**src/rtl/ripple_count_sampler.sv**
```systemverilog
// ripple_count_sampler
//   Brings the glitchy, clk-asynchronous output of an upstream ripple counter
//   into the clk domain as a clean count. Each bit is double-flopped, and a
//   stability filter only accepts a synced value once it has stayed unchanged
//   for STABLE_CYC consecutive samples. Each accepted change reports its
//   increment, detects wrap, checks against a compare value, and adds the
//   increment to a saturating running total.
//
// Ports
//   clk        in   1      system clock, rising edge
//   reset      in   1      synchronous, active-high reset
//   cnt_in     in   W      raw ripple-counter value (asynchronous to clk)
//   cmp_value  in   W      compare value
//   cmp_en     in   1      enables the match output
//   clr        in   1      synchronous clear of total and total_sat
//   cnt_q      out  W      last accepted, settled count
//   cnt_valid  out  1      high once the first value has been accepted
//   upd        out  1      one-cycle pulse when cnt_q changes while tracking
//   delta      out  W      (new - old) mod 2^W of the latest update, held
//   wrap       out  1      one-cycle pulse with upd when new < old
//   match      out  1      one-cycle pulse when an accepted value equals cmp_value
//   total      out  ACC_W  saturating sum of all deltas
//   total_sat  out  1      sticky flag, set when total saturates
module ripple_count_sampler #(
  parameter int W          = 4,
  parameter int STABLE_CYC = 2,
  parameter int ACC_W      = 16
) (
  input  logic             clk,
  input  logic             reset,
  input  logic [W-1:0]     cnt_in,
  input  logic [W-1:0]     cmp_value,
  input  logic             cmp_en,
  input  logic             clr,
  output logic [W-1:0]     cnt_q,
  output logic             cnt_valid,
  output logic             upd,
  output logic [W-1:0]     delta,
  output logic             wrap,
  output logic             match,
  output logic [ACC_W-1:0] total,
  output logic             total_sat
);

  localparam int RUN_W = (STABLE_CYC > 1) ? $clog2(STABLE_CYC) : 1;
  localparam logic [RUN_W-1:0] RUN_MAX = RUN_W'(STABLE_CYC - 1);

  typedef enum logic {
    EMPTY = 1'b0,
    TRACK = 1'b1
  } state_t;

  // Synchroniser and filter state
  logic [W-1:0]     s1;
  logic [W-1:0]     s2;
  logic [W-1:0]     s2_d;
  logic [2:0]       fill;     // fill[k]: stage k (s1, s2, s2_d) holds a post-reset sample
  logic [RUN_W-1:0] run;
  logic             settled;

  // FSM and next-value signals
  state_t           state;
  state_t           state_nxt;
  logic             accept;
  logic             upd_nxt;
  logic             wrap_nxt;
  logic             match_nxt;
  logic [W-1:0]     delta_new;
  logic [ACC_W-1:0] total_base;
  logic [ACC_W:0]   total_sum;
  logic [ACC_W-1:0] total_nxt;
  logic             sat_nxt;

  // Two-flop synchroniser, previous-sample register and stability run counter.
  // Without the fill tracking, the reset zeros in s2/s2_d would look like a
  // settled value of 0 and be accepted before the real input arrives.
  always_ff @(posedge clk) begin
    if (reset) begin
      s1   <= '0;
      s2   <= '0;
      s2_d <= '0;
      fill <= 3'b000;
      run  <= '0;
    end else begin
      s1   <= cnt_in;
      s2   <= s1;
      s2_d <= s2;
      fill <= {fill[1:0], 1'b1};
      if (!fill[2] || (s2 != s2_d)) begin
        run <= '0;
      end else if (run != RUN_MAX) begin
        run <= run + 1'b1;
      end else begin
        run <= run;
      end
    end
  end

  assign settled = fill[2] && (run == RUN_MAX) && (s2 == s2_d);

  // FSM state register
  always_ff @(posedge clk) begin
    if (reset) begin
      state <= EMPTY;
    end else begin
      state <= state_nxt;
    end
  end

  // FSM next-state logic: leave EMPTY on the first settled value
  always_comb begin
    state_nxt = state;
    case (state)
      EMPTY: begin
        if (settled) begin
          state_nxt = TRACK;
        end else begin
          state_nxt = EMPTY;
        end
      end
      TRACK:   state_nxt = TRACK;
      default: state_nxt = EMPTY;
    endcase
  end

  // FSM output logic: acceptance, pulses and saturating total
  always_comb begin
    delta_new = s2 - cnt_q;
    accept    = 1'b0;
    upd_nxt   = 1'b0;
    case (state)
      EMPTY: begin
        accept  = settled;
        upd_nxt = 1'b0;
      end
      TRACK: begin
        accept  = settled && (s2 != cnt_q);
        upd_nxt = settled && (s2 != cnt_q);
      end
      default: begin
        accept  = 1'b0;
        upd_nxt = 1'b0;
      end
    endcase
    wrap_nxt  = upd_nxt && (s2 < cnt_q);
    match_nxt = accept && cmp_en && (s2 == cmp_value);

    // clr takes effect before the add, so clr with upd leaves total = delta
    total_base = clr ? '0 : total;
    if (upd_nxt) begin
      total_sum = {1'b0, total_base} + (ACC_W + 1)'(delta_new);
    end else begin
      total_sum = {1'b0, total_base};
    end
    if (total_sum[ACC_W]) begin
      total_nxt = '1;
      sat_nxt   = 1'b1;
    end else begin
      total_nxt = total_sum[ACC_W-1:0];
      sat_nxt   = clr ? 1'b0 : total_sat;
    end
  end

  // Registered outputs
  always_ff @(posedge clk) begin
    if (reset) begin
      cnt_q     <= '0;
      cnt_valid <= 1'b0;
      upd       <= 1'b0;
      delta     <= '0;
      wrap      <= 1'b0;
      match     <= 1'b0;
      total     <= '0;
      total_sat <= 1'b0;
    end else begin
      if (accept) begin
        cnt_q     <= s2;
        cnt_valid <= 1'b1;
      end else begin
        cnt_q     <= cnt_q;
        cnt_valid <= cnt_valid;
      end
      if (upd_nxt) begin
        delta <= delta_new;
      end else begin
        delta <= delta;
      end
      upd       <= upd_nxt;
      wrap      <= wrap_nxt;
      match     <= match_nxt;
      total     <= total_nxt;
      total_sat <= sat_nxt;
    end
  end

endmodule

```
**config.mk**
```make
export PLATFORM = sky130hd
export DESIGN_NAME = ripple_count_sampler
export DESIGN_NICKNAME = d
export VERILOG_FILES = /design/src/rtl/ripple_count_sampler.sv
export SDC_FILE = /design/constraint.sdc
export NUM_CORES = 1
export LEC_CHECK = 0
export ABC_AREA = 1
export CAP_MARGIN = 40
export CORE_UTILIZATION = 55
export DETAILED_ROUTE_END_ITERATION = 10
export PLACE_DENSITY = 0.81
export SETUP_SLACK_MARGIN = 0.5
export SKIP_LAST_GASP = 1
export SLEW_MARGIN = 20
export SYNTH_ARGS = -nofsm -noshare
export SYNTH_HDL_FRONTEND = slang
export SYNTH_SLANG_ARGS = --single-unit
```
**constraint.sdc**
```tcl
create_clock -name clk -period 6.97 [get_ports clk]
set_clock_uncertainty 0.1 [all_clocks]
set_input_delay 0.697 -clock clk [delete_from_list [all_inputs] [get_ports clk]]
set_output_delay 0.697 -clock clk [all_outputs]
set_load 0.02 [all_outputs]
```
==> impl_metrics.env, run 1 <==
export IMPL_switching_share_pct=23.73
export IMPL_synth_async_reset_ratio_pct=0
export IMPL_synth_enable_flop_cells=0
export IMPL_ctsRootBufferMaster="clkbuf_8"
export IMPL_slew_violations=0
export IMPL_wl_per_cell_um=11.83
export IMPL_path_clk_slew_ns=0.08
export IMPL_dp_hpwl_mm=4.134
export IMPL_p_sw_mw=0.1129
export IMPL_synth_top_cell_area_share_pct=35.06
export IMPL_seq_area_frac_synth_pct=35.06
export IMPL_core_area_mm2=0.004474
export IMPL_dpl_cell_area_mm2=0.003035
export IMPL_crit_fanout=15
export IMPL_setup_worst_path_end_class="register"
export IMPL_vias=2385
export IMPL_synth_main_ff_cell="dfxtp_1"
export IMPL_globalplace_congestion=0.9366
export IMPL_drt_initial_drc_count=215
export IMPL_fin_crit_sh_pct=53.10
export IMPL_design_area_mm2=0.003131
export IMPL_final_cell_mix="nand2_1 (104), inv_1 (59), dfxtp_1 (46)"
export IMPL_cts_hold_buf=0
export IMPL_io_buffers=40
export IMPL_die_area_mm2=0.005055
export IMPL_grt_first_pass_wirelength_mm=9.687
export IMPL_cts_buffer_depth=2
export IMPL_grt_ovfl_total=0
export IMPL_synth_top_area_cell="dfxtp_1"
export IMPL_totalWireLength_mm=5.562
export IMPL_slew_limit_headroom_pct=47.70
export IMPL_areaGrowthSynthToFinish_pct=19.20
export IMPL_required_ns=7.06
export IMPL_postCtsSetupBuffers=0
export IMPL_ir_worst_vdd_uv=138.9
export IMPL_ys_warn_count=0
export IMPL_drt_first_pass_iters=7
export IMPL_synth_seq_cells=46
export IMPL_violations="DRC"
export IMPL_core_rowCount=24
export IMPL_grt_pass1_vias=2266
export IMPL_p_per_area_mw_per_mm2=151.9
export IMPL_power_frac_seq_pct=56.5
export IMPL_synth_nets=402
export IMPL_grt_use_total_pct=23.93
export IMPL_fin_crit_ns=3.701
export IMPL_insertion_delay_ns=0.29
export IMPL_cpPeakStageDelay_ns=0.98
export IMPL_cts_tree="done"
export IMPL_cpMaxStageDelayCell="clkdlybuf4s50_1"
export IMPL_comb_power_share_pct=7.6
export IMPL_cts_sinks=46
export IMPL_antenna_found_initial=0
export IMPL_status="finished, violations left"
export IMPL_cap_violations=0
export IMPL_hold_viol_final=0
export IMPL_tns_ns=0
export IMPL_htreeDepth=2
export IMPL_cp_start_kind="input port"
export IMPL_intPower_mw=0.3627
export IMPL_layout_commonest_cell="nand2_1"
export IMPL_setup_viol=0
export IMPL_arrival_ns=3.79
export IMPL_max_freq_ghz=0.2702
export IMPL_diodes=0
export IMPL_p_clk_share_pct=35.9
export IMPL_power_leakage_nw=1.555
export IMPL_crit_chain="clkdlybuf4s50_1, inv_1, nand2_1, inv_1, ha_1, fa_1, nand3_1, nand2_1, nand2_2, nor2_4, nand2_4, nand3_1, nand2_1, inv_1"
export IMPL_grt_max_degree=22
export IMPL_synth_area_mm2=0.002626
export IMPL_syn_inst=380
export IMPL_layout_drive_gt1_share_pct=11.72
export IMPL_io_pins=41
export IMPL_ctsResizeCount=0
export IMPL_ys_types=35
export IMPL_die_h_um=71.10
export IMPL_vias_per_cell=5.074
export IMPL_fin_nets=439
export IMPL_critPathKind="in -> reg"
export IMPL_synth_top_cells_by_area="dfxtp_1 (35%), nand2_1 (15%), inv_1 (8.4%)"
export IMPL_final_antenna_net_count=0
export IMPL_route_detailed_drc=3
export IMPL_syn_avg_cell_area_um2=6.911
export IMPL_die_w_um=71.10
export IMPL_tightest_slew_ns=0.7820
export IMPL_numCtsBuffers=5
export IMPL_hold_class="reg -> reg"
export IMPL_initial_core_util_pct=58.70
export IMPL_rsz0062_at_grt="no"
-- kinds of logic (layout without fill, tap and decap cells) --
kind of cell | Yosys count | in the layout | share of synthesized area [%]
XOR/XNOR | 7 | 7 | 2.334
adder cells (fa/ha/maj) | 10 | 10 | 5.336
flip-flops | 46 | 46 | 35.06
AND/OR/NAND/NOR | 209 | 209 | 38.21
AO/OA/AOI/OAI | 29 | 29 | 6.622
buffers and inverters | 79 | 117 | 12.43
-- sequential cells by signal (all words and copies together) (netlist names) --
name	cells
cnt_valid	1
wrap	1
s1	4
run	1
total	16
cnt_q	4
s2	4
delta	4
upd	1
state	1
s2_d	4
fill	3
match	1
total_sat	1
-- metrics by stage --
step,hold slack [ns],utilization (%),power (mW),setup slack [ns],std cells
6_report,0.3086,69.97,0.4756,3.269,470
5_1_grt,0.3219,69.97,0.4974,3.100,470
4_1_cts,0.3091,69.97,0.4795,3.312,470
3_5_place_dp,0.2946,67.84,0.3108,3.021,462
3_3_place_gp,0.2903,67.51,0.3087,3.113,461
2_1_floorplan,0.2883,-,0.2986,4.361,380
-- cells in the mapped netlist, types with 5 or more instances --
cell type	n
ha_1	8
nand4_1	7
nand3_2	6
xor2_1	5
nand3_1	24
dfxtp_1	46
nand2_2	5
a21oi_1	11
o21ai_1	8
nand2_1	104
nor2_1	43
inv_2	9
inv_1	59
-- path summary, 6_finish.rpt --
check,startpoint,endpoint,slack [ns],cells past startpoint
min,fill[1],fill[2],0.31,2
max reg2reg,s2[2],total[12],4.12,14
min reg2reg,fill[1],fill[2],0.31,2
max,clr,total[8],3.27,14
-- critical path, delay by kind of cell --
family,cells,cell delay [ns]
buf+inv,4,1.48
simple gates,8,0.99
fa+ha+maj,2,0.62
-- layer usage --
layer  vias to the layer above  wire length, um  track usage [%]
li1                       1241                -                -
met1                      1079             2584            29.97
met2                        57             2710            41.88
met3                         8              211            4.843
met4                         0               55            6.444
met5                         -                0                0
-- area by class of cell --
type	instances	area [um^2]
flip-flops and latches	46	920.9
inverters	68	255.2
repair buffers	41	415.4
clock buffers	7	86.33
multi-input cells	255	1379
clock inverters	1	8.758
well taps	52	65.06
fillers	384	1344
-- power groups by stage --
stage	clock network, mW	logic (mW)	registers (mW)
2_1_floorplan	0	0.0242	0.274
3_3_place_gp	0	0.0339	0.275
3_5_place_dp	0	0.0359	0.275
4_1_cts	0.175	0.0361	0.269
5_1_grt	0.188	0.0398	0.269
6_report	0.171	0.0362	0.269
(Power assumes the default switching activity.)
==> run 2, diff against run 1 <==
--- a/config.mk
+++ b/config.mk
@@ -7,9 +7,9 @@
 export LEC_CHECK = 0
 export ABC_AREA = 1
 export CAP_MARGIN = 40
-export CORE_UTILIZATION = 55
+export CORE_UTILIZATION = 54
 export DETAILED_ROUTE_END_ITERATION = 10
-export PLACE_DENSITY = 0.81
+export PLACE_DENSITY = 0.8
 export SETUP_SLACK_MARGIN = 0.5
 export SKIP_LAST_GASP = 1
 export SLEW_MARGIN = 20
==> constraint.sdc (replaced) <==
create_clock -name clk -period 3.7 [get_ports clk]
set_clock_uncertainty 0.1 [all_clocks]
set_input_delay 0.37 -clock clk [delete_from_list [all_inputs] [get_ports clk]]
set_output_delay 0.37 -clock clk [all_outputs]
set_load 0.02 [all_outputs]
==> impl_metrics.env, run 2 (synthesized netlist as in run 1, its figures left out) <==
export IMPL_ir_worst_vdd_uv=215.4
export IMPL_power_total_mw=0.9474
export IMPL_setup_viol=0
export IMPL_grt_first_pass_wirelength_mm=9.487
export IMPL_core_rowCount=25
export IMPL_whs_endpoint="s2[1]"
export IMPL_status="finished, final reports clean"
export IMPL_cpMostUsedCell="nand2_1"
export IMPL_hold_depth=2
export IMPL_grt_max_degree=27
export IMPL_crit_family="simple AND/OR/NAND/NOR gates"
export IMPL_tightest_slew_ns=0.6495
export IMPL_io_buffers=40
export IMPL_arrival_ns=2.93
export IMPL_final_antenna_net_count=0
export IMPL_r2r_end="total[12]"
export IMPL_numCtsBuffers=5
export IMPL_cp_start_kind="register"
export IMPL_critPathBufInv=0
export IMPL_comb_power_share_pct=7.1
export IMPL_largest_register_ffs=16
export IMPL_drt_initial_drc_count=202
export IMPL_num_fill_cells=428
export IMPL_ctsRootBufferMaster="clkbuf_8"
export IMPL_fin_ws_ns=0.8727
export IMPL_place_ws_ns=0.7990
export IMPL_intPower_mw=0.7303
export IMPL_cts_tree="done"
export IMPL_fin_crit_ns=2.827
export IMPL_antenna_found_initial=0
export IMPL_switching_share_pct=22.91
export IMPL_layout_drive_gt1_share_pct=11.93
export IMPL_multi_input_area_mm2=0.001379
export IMPL_cts_hold_buf=0
export IMPL_slew_limit_headroom_pct=56.65
export IMPL_insertion_delay_ns=0.30
export IMPL_core_area_mm2=0.004692
export IMPL_cpPeakStageDelay_ns=0.46
export IMPL_initial_core_util_pct=55.97
export IMPL_htreeDepth=2
export IMPL_slew_violations=0
export IMPL_top_register="total"
export IMPL_totalWireLength_mm=5.573
export IMPL_die_w_um=71.74
export IMPL_fin_nets=440
export IMPL_path_clk_slew_ns=0.09
export IMPL_areaGrowthSynthToFinish_pct=19.87
export IMPL_drt_first_pass_iters=4
export IMPL_power_frac_seq_pct=53.4
export IMPL_seqCellArea_um2=920.9
export IMPL_crit_fanout=5
export IMPL_cts_buffer_depth=2
export IMPL_grt_use_total_pct=23.45
export IMPL_ctsResizeCount=0
export IMPL_cts_sinks=46
export IMPL_dpl_cell_area_mm2=0.003038
export IMPL_setup_worst_path_end_class="register"
export IMPL_reg2reg_depth=14
export IMPL_cpMaxStageDelayCell="dfxtp_1"
export IMPL_worstHoldStart="s1[1]"
export IMPL_cap_violations=0
export IMPL_fin_crit_sh_pct=76.41
export IMPL_io_pins=41
export IMPL_tns_ns=0
export IMPL_hold_class="reg -> reg"
export IMPL_p_clk_share_pct=39.5
export IMPL_max_freq_ghz=0.3537
export IMPL_p_per_area_mw_per_mm2=300.9
export IMPL_grt_ovfl_total=0
export IMPL_r2r_setup_slack_ns=0.87
export IMPL_grt_pass1_vias=2248
export IMPL_final_cell_mix="nand2_1 (104), inv_1 (59), dfxtp_1 (46)"
export IMPL_globalplace_congestion=0.8669
export IMPL_power_leakage_nw=1.560
export IMPL_wl_per_cell_um=11.78
export IMPL_p_sw_mw=0.2170
export IMPL_die_h_um=71.74
export IMPL_r2r_start="s2[2]"
export IMPL_rsz0062_at_grt="no"
export IMPL_dp_hpwl_mm=4.193
export IMPL_layout_commonest_cell="nand2_1"
export IMPL_vias=2402
export IMPL_critPathKind="reg -> reg"
export IMPL_vias_per_cell=5.078
export IMPL_design_area_mm2=0.003148
export IMPL_hold_viol_final=0
export IMPL_postCtsSetupBuffers=0
export IMPL_die_area_mm2=0.005147
export IMPL_diodes=0
export IMPL_route_detailed_drc=0
export IMPL_required_ns=3.81
export IMPL_crit_chain="ha_1, a21oi_1, o21ai_0, xor2_1, ha_1, nand3_1, nand2_1, nand2_1, nor2_1, nand3_1, nor2_1, nand2_1, nand2_1, nor2_1"
==> run 2: cell count changes in the layout (fill, tap and decap cells not counted), sizes merged <==
cell | before | now
buf | 1 | 2
bufinv | 0 | 1
clkbuf | 7 | 6
clkinvlp | 0 | 1
inv | 69 | 68
==> run 2: power groups by stage <==
stage	combinational, mW	sequential, mW	clock, mW
finish	0.0674	0.506	0.374
global route	0.0757	0.507	0.398
CTS	0.0675	0.506	0.381
detailed placement	0.0670	0.518	0
global placement	0.0658	0.518	0
floorplan	0.0457	0.517	0
==> run 2: tightest hold or removal path, cell delays in order (launching register included) <==
cell	delay [ns]
dfxtp_1	0.31
inv_1	0.04
nor2_1	0.03
==> run 2: how the worst max path moves through the flow <==
| stage | from | end | slack [ns] | cells after the start |
|---|---|---|---|---|
| floorplan | cnt_q[2] | total[10] | 1.09 | 15 |
| global placement | clr | total[11] | 0.88 | 14 |
| detailed placement | clr | total[15] | 0.80 | 14 |
| CTS | s2[2] | total[12] | 0.90 | 14 |
| global route | cnt_q[2] | total[10] | 0.65 | 15 |
| finish | s2[2] | total[12] | 0.87 | 14 |
==> run 2: per-stage QoR <==
| stage | std cells | hold slack, ns | utilization (%) |
|---|---|---|---|
| 6_report | 473 | 0.3086 | 67.09 |
| 5_1_grt | 473 | 0.3300 | 67.09 |
| 4_1_cts | 473 | 0.3123 | 67.09 |
| 3_5_place_dp | 465 | 0.2984 | 64.75 |
| 3_3_place_gp | 465 | 0.2906 | 64.75 |
| 2_1_floorplan | 380 | 0.2883 | - |
==> run 2: layout make-up <==
| class | count | area share [%] |
|---|---|---|
| Multi-Input combinational cell | 255 | 43.80 |
| Clock inverter | 2 | 1.192 |
| Clock buffer | 6 | 2.305 |
| Tap cell | 54 | 2.146 |
| Timing Repair Buffer | 42 | 13.20 |
| Sequential cell | 46 | 29.25 |
| Inverter | 68 | 8.108 |
==> run 2: metal layers <==
metal | GRT usage (%) | wire length, um | part of all wire [%]
met1 | 28.76 | 2427 | 44
met2 | 41.09 | 2798 | 50
met3 | 3.797 | 282 | 5.1
met4 | 9.150 | 65 | 1.2
met5 | 0 | 0 | 0
